===== src/rtl/seven_seg_scan_ctrl.sv =====
// Time-multiplexed scan controller for a common-anode seven-segment display.
// One shared BCD decoder, per-slot guard interval, frame-synchronous double buffering.
module seven_seg_scan_ctrl #(
   parameter int unsigned DIGITS      = 4,
   parameter int unsigned REFRESH_DIV = 50000,
   parameter int unsigned GUARD       = 500
) (
   input  logic                clk,
   input  logic                rst_n,
   input  logic                en,
   input  logic                lzb,
   input  logic                load,
   input  logic [4*DIGITS-1:0] bcd_in,
   output logic [3:0]          bcd,
   output logic [DIGITS-1:0]   an_n,
   output logic                frame_done,
   output logic                load_ack
);

   localparam int unsigned CW = $clog2(REFRESH_DIV);
   localparam int unsigned IW = $clog2(DIGITS);
   localparam int unsigned BW = 4 * DIGITS;

   typedef enum logic {GUARD_S, SHOW_S} state_t;

   state_t          state, state_nxt;
   logic [CW-1:0]   cnt, cnt_nxt;
   logic [IW-1:0]   idx, idx_nxt;
   logic [BW-1:0]   disp, disp_nxt, pend, pend_nxt;
   logic            pend_v, pend_v_nxt;
   logic [3:0]      bcd_nxt;
   logic [DIGITS-1:0] an_n_nxt;
   logic            frame_done_nxt, load_ack_nxt;
   logic            boundary, blank;
   logic [3:0]      code;

   // Digit k is dark if its code is not decimal, or if it is a leading zero under lzb.
   function automatic logic is_blank(input logic [BW-1:0] d, input logic [IW-1:0] k,
                                     input logic lz);
      logic       upper_zero;
      logic [3:0] c;
      upper_zero = 1'b1;
      c = d[4*k +: 4];
      for (int unsigned j = 0; j < DIGITS; j++) begin
         if (j >= 32'(k) && d[4*j +: 4] != 4'd0) upper_zero = 1'b0;
      end
      return (c > 4'd9) || (lz && k != '0 && upper_zero);
   endfunction

   always_comb begin
      state_nxt      = state;
      cnt_nxt        = cnt;
      idx_nxt        = idx;
      disp_nxt       = disp;
      pend_nxt       = pend;
      pend_v_nxt     = pend_v;
      frame_done_nxt = 1'b0;
      load_ack_nxt   = 1'b0;
      boundary       = 1'b0;
      if (!en) begin
         state_nxt = GUARD_S;
         cnt_nxt   = '0;
         idx_nxt   = '0;
         if (load) begin
            disp_nxt     = bcd_in;
            pend_v_nxt   = 1'b0;
            load_ack_nxt = 1'b1;
         end
      end else begin
         cnt_nxt = (cnt == CW'(REFRESH_DIV - 1)) ? '0 : cnt + 1'b1;
         case (state)
            GUARD_S: if (cnt == CW'(GUARD - 1)) state_nxt = SHOW_S;
            SHOW_S: begin
               if (cnt == CW'(REFRESH_DIV - 1)) begin
                  state_nxt = GUARD_S;
                  boundary  = (idx == IW'(DIGITS - 1));
                  idx_nxt   = boundary ? '0 : idx + 1'b1;
               end
            end
            default: state_nxt = GUARD_S;
         endcase
         // Commit happens before the new load lands, so a boundary-cycle load waits a frame.
         if (boundary) begin
            frame_done_nxt = 1'b1;
            if (pend_v) begin
               disp_nxt     = pend;
               pend_v_nxt   = 1'b0;
               load_ack_nxt = 1'b1;
            end
         end
         if (load) begin
            pend_nxt   = bcd_in;
            pend_v_nxt = 1'b1;
         end
      end
      // Outputs follow the post-edge state so they line up with the slot they describe.
      code     = disp_nxt[4*idx_nxt +: 4];
      blank    = is_blank(disp_nxt, idx_nxt, lzb);
      bcd_nxt  = (en && !blank) ? code : 4'd0;
      an_n_nxt = '1;
      if (en && state_nxt == SHOW_S && !blank) an_n_nxt[idx_nxt] = 1'b0;
   end

   always_ff @(posedge clk or negedge rst_n) begin
      if (!rst_n) begin
         state      <= GUARD_S;
         cnt        <= '0;
         idx        <= '0;
         disp       <= '0;
         pend       <= '0;
         pend_v     <= 1'b0;
         bcd        <= 4'd0;
         an_n       <= '1;
         frame_done <= 1'b0;
         load_ack   <= 1'b0;
      end else begin
         state      <= state_nxt;
         cnt        <= cnt_nxt;
         idx        <= idx_nxt;
         disp       <= disp_nxt;
         pend       <= pend_nxt;
         pend_v     <= pend_v_nxt;
         bcd        <= bcd_nxt;
         an_n       <= an_n_nxt;
         frame_done <= frame_done_nxt;
         load_ack   <= load_ack_nxt;
      end
   end

endmodule


===== config.mk =====
export PLATFORM = sky130hd
export DESIGN_NAME = seven_seg_scan_ctrl
export DESIGN_NICKNAME = d
export VERILOG_FILES = /design/src/rtl/seven_seg_scan_ctrl.sv
export SDC_FILE = /design/constraint.sdc
export NUM_CORES = 1
export LEC_CHECK = 0
export CORE_ASPECT_RATIO = 1.4
export CORE_MARGIN = 8
export CORE_UTILIZATION = 50
export DETAILED_ROUTE_END_ITERATION = 16
export GPL_ROUTABILITY_DRIVEN = 0
export PLACE_DENSITY = 0.73
export SYNTH_ARGS = -nofsm -noshare
export SYNTH_HDL_FRONTEND = slang
export SYNTH_SLANG_ARGS = --single-unit

===== constraint.sdc =====
create_clock -name clk -period 7.4 [get_ports clk]
set_input_delay 1.85 -clock clk [delete_from_list [all_inputs] [get_ports clk]]
set_output_delay 1.85 -clock clk [all_outputs]
set_load 0.02 [all_outputs]

; Word-level counts from Yosys, hierarchy flattened
; Cells that the tools add are included.
[totals]
output_inout_bits = 10
ram_bits = 0
romBits = 0
in_bits = 21
word_cells = 79
register_bits = 62
latch_bits = 0
mem_count = 0
[classes]
mul = 0
n_div = 0
reduce_logical = 20
n_shift = 1
addsub = 2
order_cmp = 6
bitwise_logic = 2
mux = 35
eq_ne = 3
[ops]
columns = op, count
row1 = 16-bit two-way mux, 6
row2 = 1-bit two-way mux, 21
row3 = 16-bit by 1-bit adder with 16-bit output (second input constant), 1
row4 = 16-bit == test (second input constant), 1
row5 = 16-bit by 9-bit == test with 1-bit output (second input constant), 1
row6 = 4-bit nonzero test, 4
row7 = 16-bit by 5-bit variable part select with 4-bit output, 1
row8 = 1-bit logical AND, 9
row9 = 2-bit two-way mux, 4
row10 = 4-bit two-way mux, 2
row11 = 2-bit nonzero test, 3
row12 = 1-bit by 2-bit greater-or-equal comparator with 1-bit output (first input constant), 2
row13 = 4-bit greater-than comparator (second input constant), 1
row14 = 4-bit inverter, 1
row15 = 2-bit AND reduction, 2
row16 = 2-bit by 3-bit less-than comparator with 1-bit output (second input constant), 1
row17 = 2-bit by 1-bit adder with 2-bit output (second input constant), 1
row18 = 1-bit demux with 2-bit select, 1
row19 = 2-bit == test (second input constant), 1
row20 = 2-bit by 1-bit greater-or-equal comparator with 1-bit output (second input constant), 1
row21 = 2-bit greater-or-equal comparator (first input constant), 1
row22 = 1-bit one-hot mux with 2 select lines, 1
row23 = 1-bit logical NOT, 1
row24 = 1-bit logical OR, 1
row25 = 1-bit inverter, 1

; Logic depth before layout (Yosys ltp)
[logic_depth]
depth_word = 17
ltp_mapped = 10
ltp_nobuf = 9

; Worst setup path after synthesis
; Ideal clock, no wire load.
[synth_timing]
path_kind = in2reg
from = in en
to = reg bcd[0]
cell_stages = 10
t_arrival_ps = 3725
setup_slack_ps = 3555
required_time_ps = 7280
setup_ps = 120
cell_sequence = clkbuf_1 -> clkinv_1 -> or3_1 -> mux2i_1 -> buf_2 -> nand2_1 -> nor2b_1 -> nor4_2 -> a21o_2 -> and3_1
[synth_between]
elab_chain_cells = 12
[synth_rtl]
columns = item, line_no
row1 = "start, declared", 10  ; input logic en,
row2 = 2-bit two-way mux *, 60  ; if (!en) begin
row3 = via idx_nxt[0], 28  ; logic [IW-1:0] idx, idx_nxt;
row4 = "parallel branches: the longest is 10 deep, another holds 4-bit greater-than comparator", n/a
row5 = 4-bit two-way mux *, 99  ; bcd_nxt = (en && !blank) ? code : 4'd0;
row6 = via bcd_nxt[0], 31  ; logic [3:0] bcd_nxt;
row7 = "end signal, assigned", 123  ; bcd <= bcd_nxt;
row8 = "end, declared", 14  ; output logic [3:0] bcd,
; Mark *: on every way through the listed nets, which the timed path passes.
; A chain may end at the register's enable or synchronous reset.

; Worst setup path in the final report
[layout_timing]
from = in en
to = reg bcd[0]
[layout_between]
elab_chain_cells = 12
[layout_rtl]
columns = item, line_no
row1 = "parallel branches: the longest is 11 deep, another holds 4-bit greater-than comparator", n/a
row2 = 4-bit two-way mux *, 99
row3 = via bcd_nxt[0], 31
; Marked as above.

==> results.py <==
metrics = {
    "run_status": {
        "status": "completed",
    },
    "cts": {
        "cts_resized": 0,
        "clk_transition_reported_paths_ns": 0.07,
        "clk_latency_ns": 0.35,
        "clock-root-buffer": "clkbuf_8",
        "hold_buffers": 0,
        "htreeDepth": 3,
        "cts_tree": "done",
        "cts_sinks": 62,
        "clockBufferDepth": 2,
        "numCtsBuffers": 9,
        "post_cts_buffers": 0,
    },
    "die": {
        "core_mm2": 0.006126,
        "start_util": 0.5069,
        "die-area_mm2": 0.009025,
        "rows": 34,
        "die_h_um": 109.3,
        "die_w_um": 82.61,
        "pin_count": 31,
    },
    "cells_and_area": {
        "final_area_mm2": 0.003652,
        "fill_cells": 529,
        "syn_to_final_growth_pct": 17.61,
        "antenna_cells": 0,
        "nets": 340,
        "drive_gt1_frac": 0.1739,
    },
    "pwr": {
        "p_int_w": 0.0005849,
        "ir_drop_v": 0.0001243,
        "combPwrFrac": 0.121,
        "p_sw_w": 0.0002004,
        "pwr-share-clk": 0.393,
        "netSwitchingFraction": 0.2552,
        "p_leak_nw": 1.502,
        "power.density_mw_per_mm2": 215.0,
        "seqPwrFrac": 0.486,
    },
    "detailed_routing": {
        "drc": 0,
        "routedWlPerCell_um": 17.51,
        "dr.first_iter.drc_count": 96,
        "wl_mm": 6.900,
        "firstDrtPassIters": 4,
        "vias_per_cell": 5.942,
        "ant_nets": 0,
        "vias": 2341,
    },
    "yosys": {
        "syn_nets": 312,
        "synth_top_area_cell": "dfrtp_1",
        "synth_top_cell_area_share": 0.4674,
        "ys_ff_latch": 62,
        "syn_inst": 289,
        "synth_edf_count": 0,
        "synthArstFlopShare": 1.000,
        "synth_ff_type": "dfrtp_1",
        "yosys-top-cells-area": "dfrtp_1 (47%), mux2_2 (6.9%), mux2i_1 (3.9%)",
        "avgSynthCellArea_um2": 10.75,
        "yosysWarnings": 0,
        "syn_area_mm2": 0.003105,
        "netlist_top_cells_count": "dfrtp_1 (58), nor2_1 (23), mux2_2 (19)",
        "synth_most_common_cell": "dfrtp_1",
        "yosys.cell_types.count": 43,
        "ys_seq_area_frac": 0.5012,
    },
    "grt": {
        "grt_usage": 0.1716,
        "top_usage_layer": "met2",
        "grt_overflow": 0,
        "grt_pass1_vias": 2516,
        "gr-usage-met2": 0.2791,
        "antenna_found_initial": 0,
        "grt_util_met1": 0.1956,
        "grt_max_degree": 63,
        "grt_use_met3": 0.04373,
        "grt_first_pass_wirelength_mm": 11.81,
    },
    "setup_path": {
        "critPathMaxFanout": 43,
        "worstPathArrival_ns": 5.13,
        "startpoint_type": "input port",
        "r2r-end": "bcd[0]",
        "endpoint_kind": "flip-flop",
        "r2r_slack_ns": 3.95,
        "required_ns": 7.64,
        "reg2reg_from": "cnt[5]",
        "crit_type": "input port to flip-flop",
        "reg2reg_depth": 8,
    },
    "hold_path": {
        "holdCritPathClass": "flip-flop to flip-flop",
        "whs_path_depth": 1,
        "holdCritStartpoint": "cnt[0]",
        "min_to": "cnt[0]",
    },
    "sta": {
        "worst_slack_ns": 2.513,
        "hold_viol": 0,
        "drv_slew": 0,
        "fmax_mhz": 204.6,
        "maxSlewHeadroom": 0.2981,
        "finalClockSkew_ns": 0.007306,
        "setup_viol": 0,
        "min_period_ns": 4.887,
        "rsz0062_at_grt": "no",
        "worstMarginPinSlew_ns": 1.024,
        "fin_hold_ws_ns": 0.4517,
        "period_share": 0.6604,
        "setup-tns-final_ns": 0,
    },
    "placement": {
        "hpwl_mm": 4.741,
        "port_buffers": 30,
        "placed_area_mm2": 0.003443,
        "preCtsSetupSlack_ns": 2.159,
    },
    "job": {
        "drv_cap": 0,
    },
}
[how the worst max path moves through the flow]
stage | start | end | slack [ns] | depth (start not counted)
finish | en | bcd[0] | 2.51 | 10
global route | en | bcd[0] | 2.25 | 10
CTS | en | bcd[0] | 2.54 | 10
detailed placement | en | bcd[0] | 2.16 | 10
global placement | en | bcd[0] | 2.31 | 10
floorplan | en | bcd[0] | 3.56 | 10
[through the flow]
step                      instances  total power, W  utilization
after global placement          378       0.0004802       0.5621
after CTS                       394       0.0007930       0.5962
after global routing            394       0.0008154       0.5962
after detailed placement        378       0.0004827       0.5621
final                           394       0.0007853       0.5962
after floorplan                 289       0.0004428            -
[registers in the layout (all words and copies together), names as in the netlist]
name	flops
cnt	16
disp	16
pend	16
an_n	4
bcd	4
idx	2
frame_done	1
load_ack	1
pend_v	1
state	1
[critical path, cell delays in order]
cell and delay [ns]:
clkdlybuf4s50_1 0.47, buf_4 0.38, clkinv_1 0.36, or3_1 0.43
mux2i_1 0.66, nand2_1 0.23, nor2b_1 0.22, nor4_2 0.08
a21o_2 0.27, and3_1 0.17
[power groups by stage]
stage | Combinational [W] | Sequential, W | Clock, W
after floorplan | 0.0000580 | 0.000385 | 0
after global placement | 0.0000937 | 0.000387 | 0
after detailed placement | 0.0000954 | 0.000387 | 0
after CTS | 0.0000960 | 0.000381 | 0.000316
after global routing | 0.000105 | 0.000384 | 0.000326
final | 0.0000948 | 0.000382 | 0.000309
[layout make-up]
cell class | count | area (um2) | area share
Inverter | 3 | 11.26 | 0.003083
Multi-Input combinational cell | 208 | 1468 | 0.4019
Timing Repair Buffer | 33 | 317.8 | 0.08702
Clock buffer | 11 | 151.4 | 0.04145
Tap cell | 72 | 90.09 | 0.02467
Sequential cell | 62 | 1556 | 0.4262
Clock inverter | 5 | 57.56 | 0.01576
[layer usage]
metal  wire, um  vias up
met2       3540       50
met1       2901     1157
met5          0        -
met3        229       19
li1           -     1115
met4        228        0
[layout by cell type (no fill, tap or decap), types with 4 or more instances in the layout]
master,synthesis,final
dfrtp_1,58,58
clkdlybuf4s50_1,0,29
nor2_1,23,23
mux2_2,19,19
nand3_1,18,18
nand2_1,15,15
nor2b_1,13,13
nand4_1,12,12
mux2i_1,12,12
clkbuf_8,0,11
xor2_1,8,8
a22oi_1,8,8
o21ai_0,8,8
and3_1,7,7
a211oi_1,7,7
a21oi_1,7,7
xnor2_1,5,5
nor4_2,4,4
nand2b_1,4,4
nor4_1,4,4
dfstp_2,4,4
[cell families (layout without fill, tap and decap cells)]
family | count (synthesis) | after routing | synth area share
simple gates | 115 | 115 | 0.2131
flops | 62 | 62 | 0.5012
compound gates | 47 | 47 | 0.1072
mux | 31 | 31 | 0.1076
buf+inv | 19 | 52 | 0.02619
xor+xnor | 13 | 13 | 0.03666
fa+ha+maj | 2 | 2 | 0.008057
No activity file was read; power rests on OpenSTA's default activity.
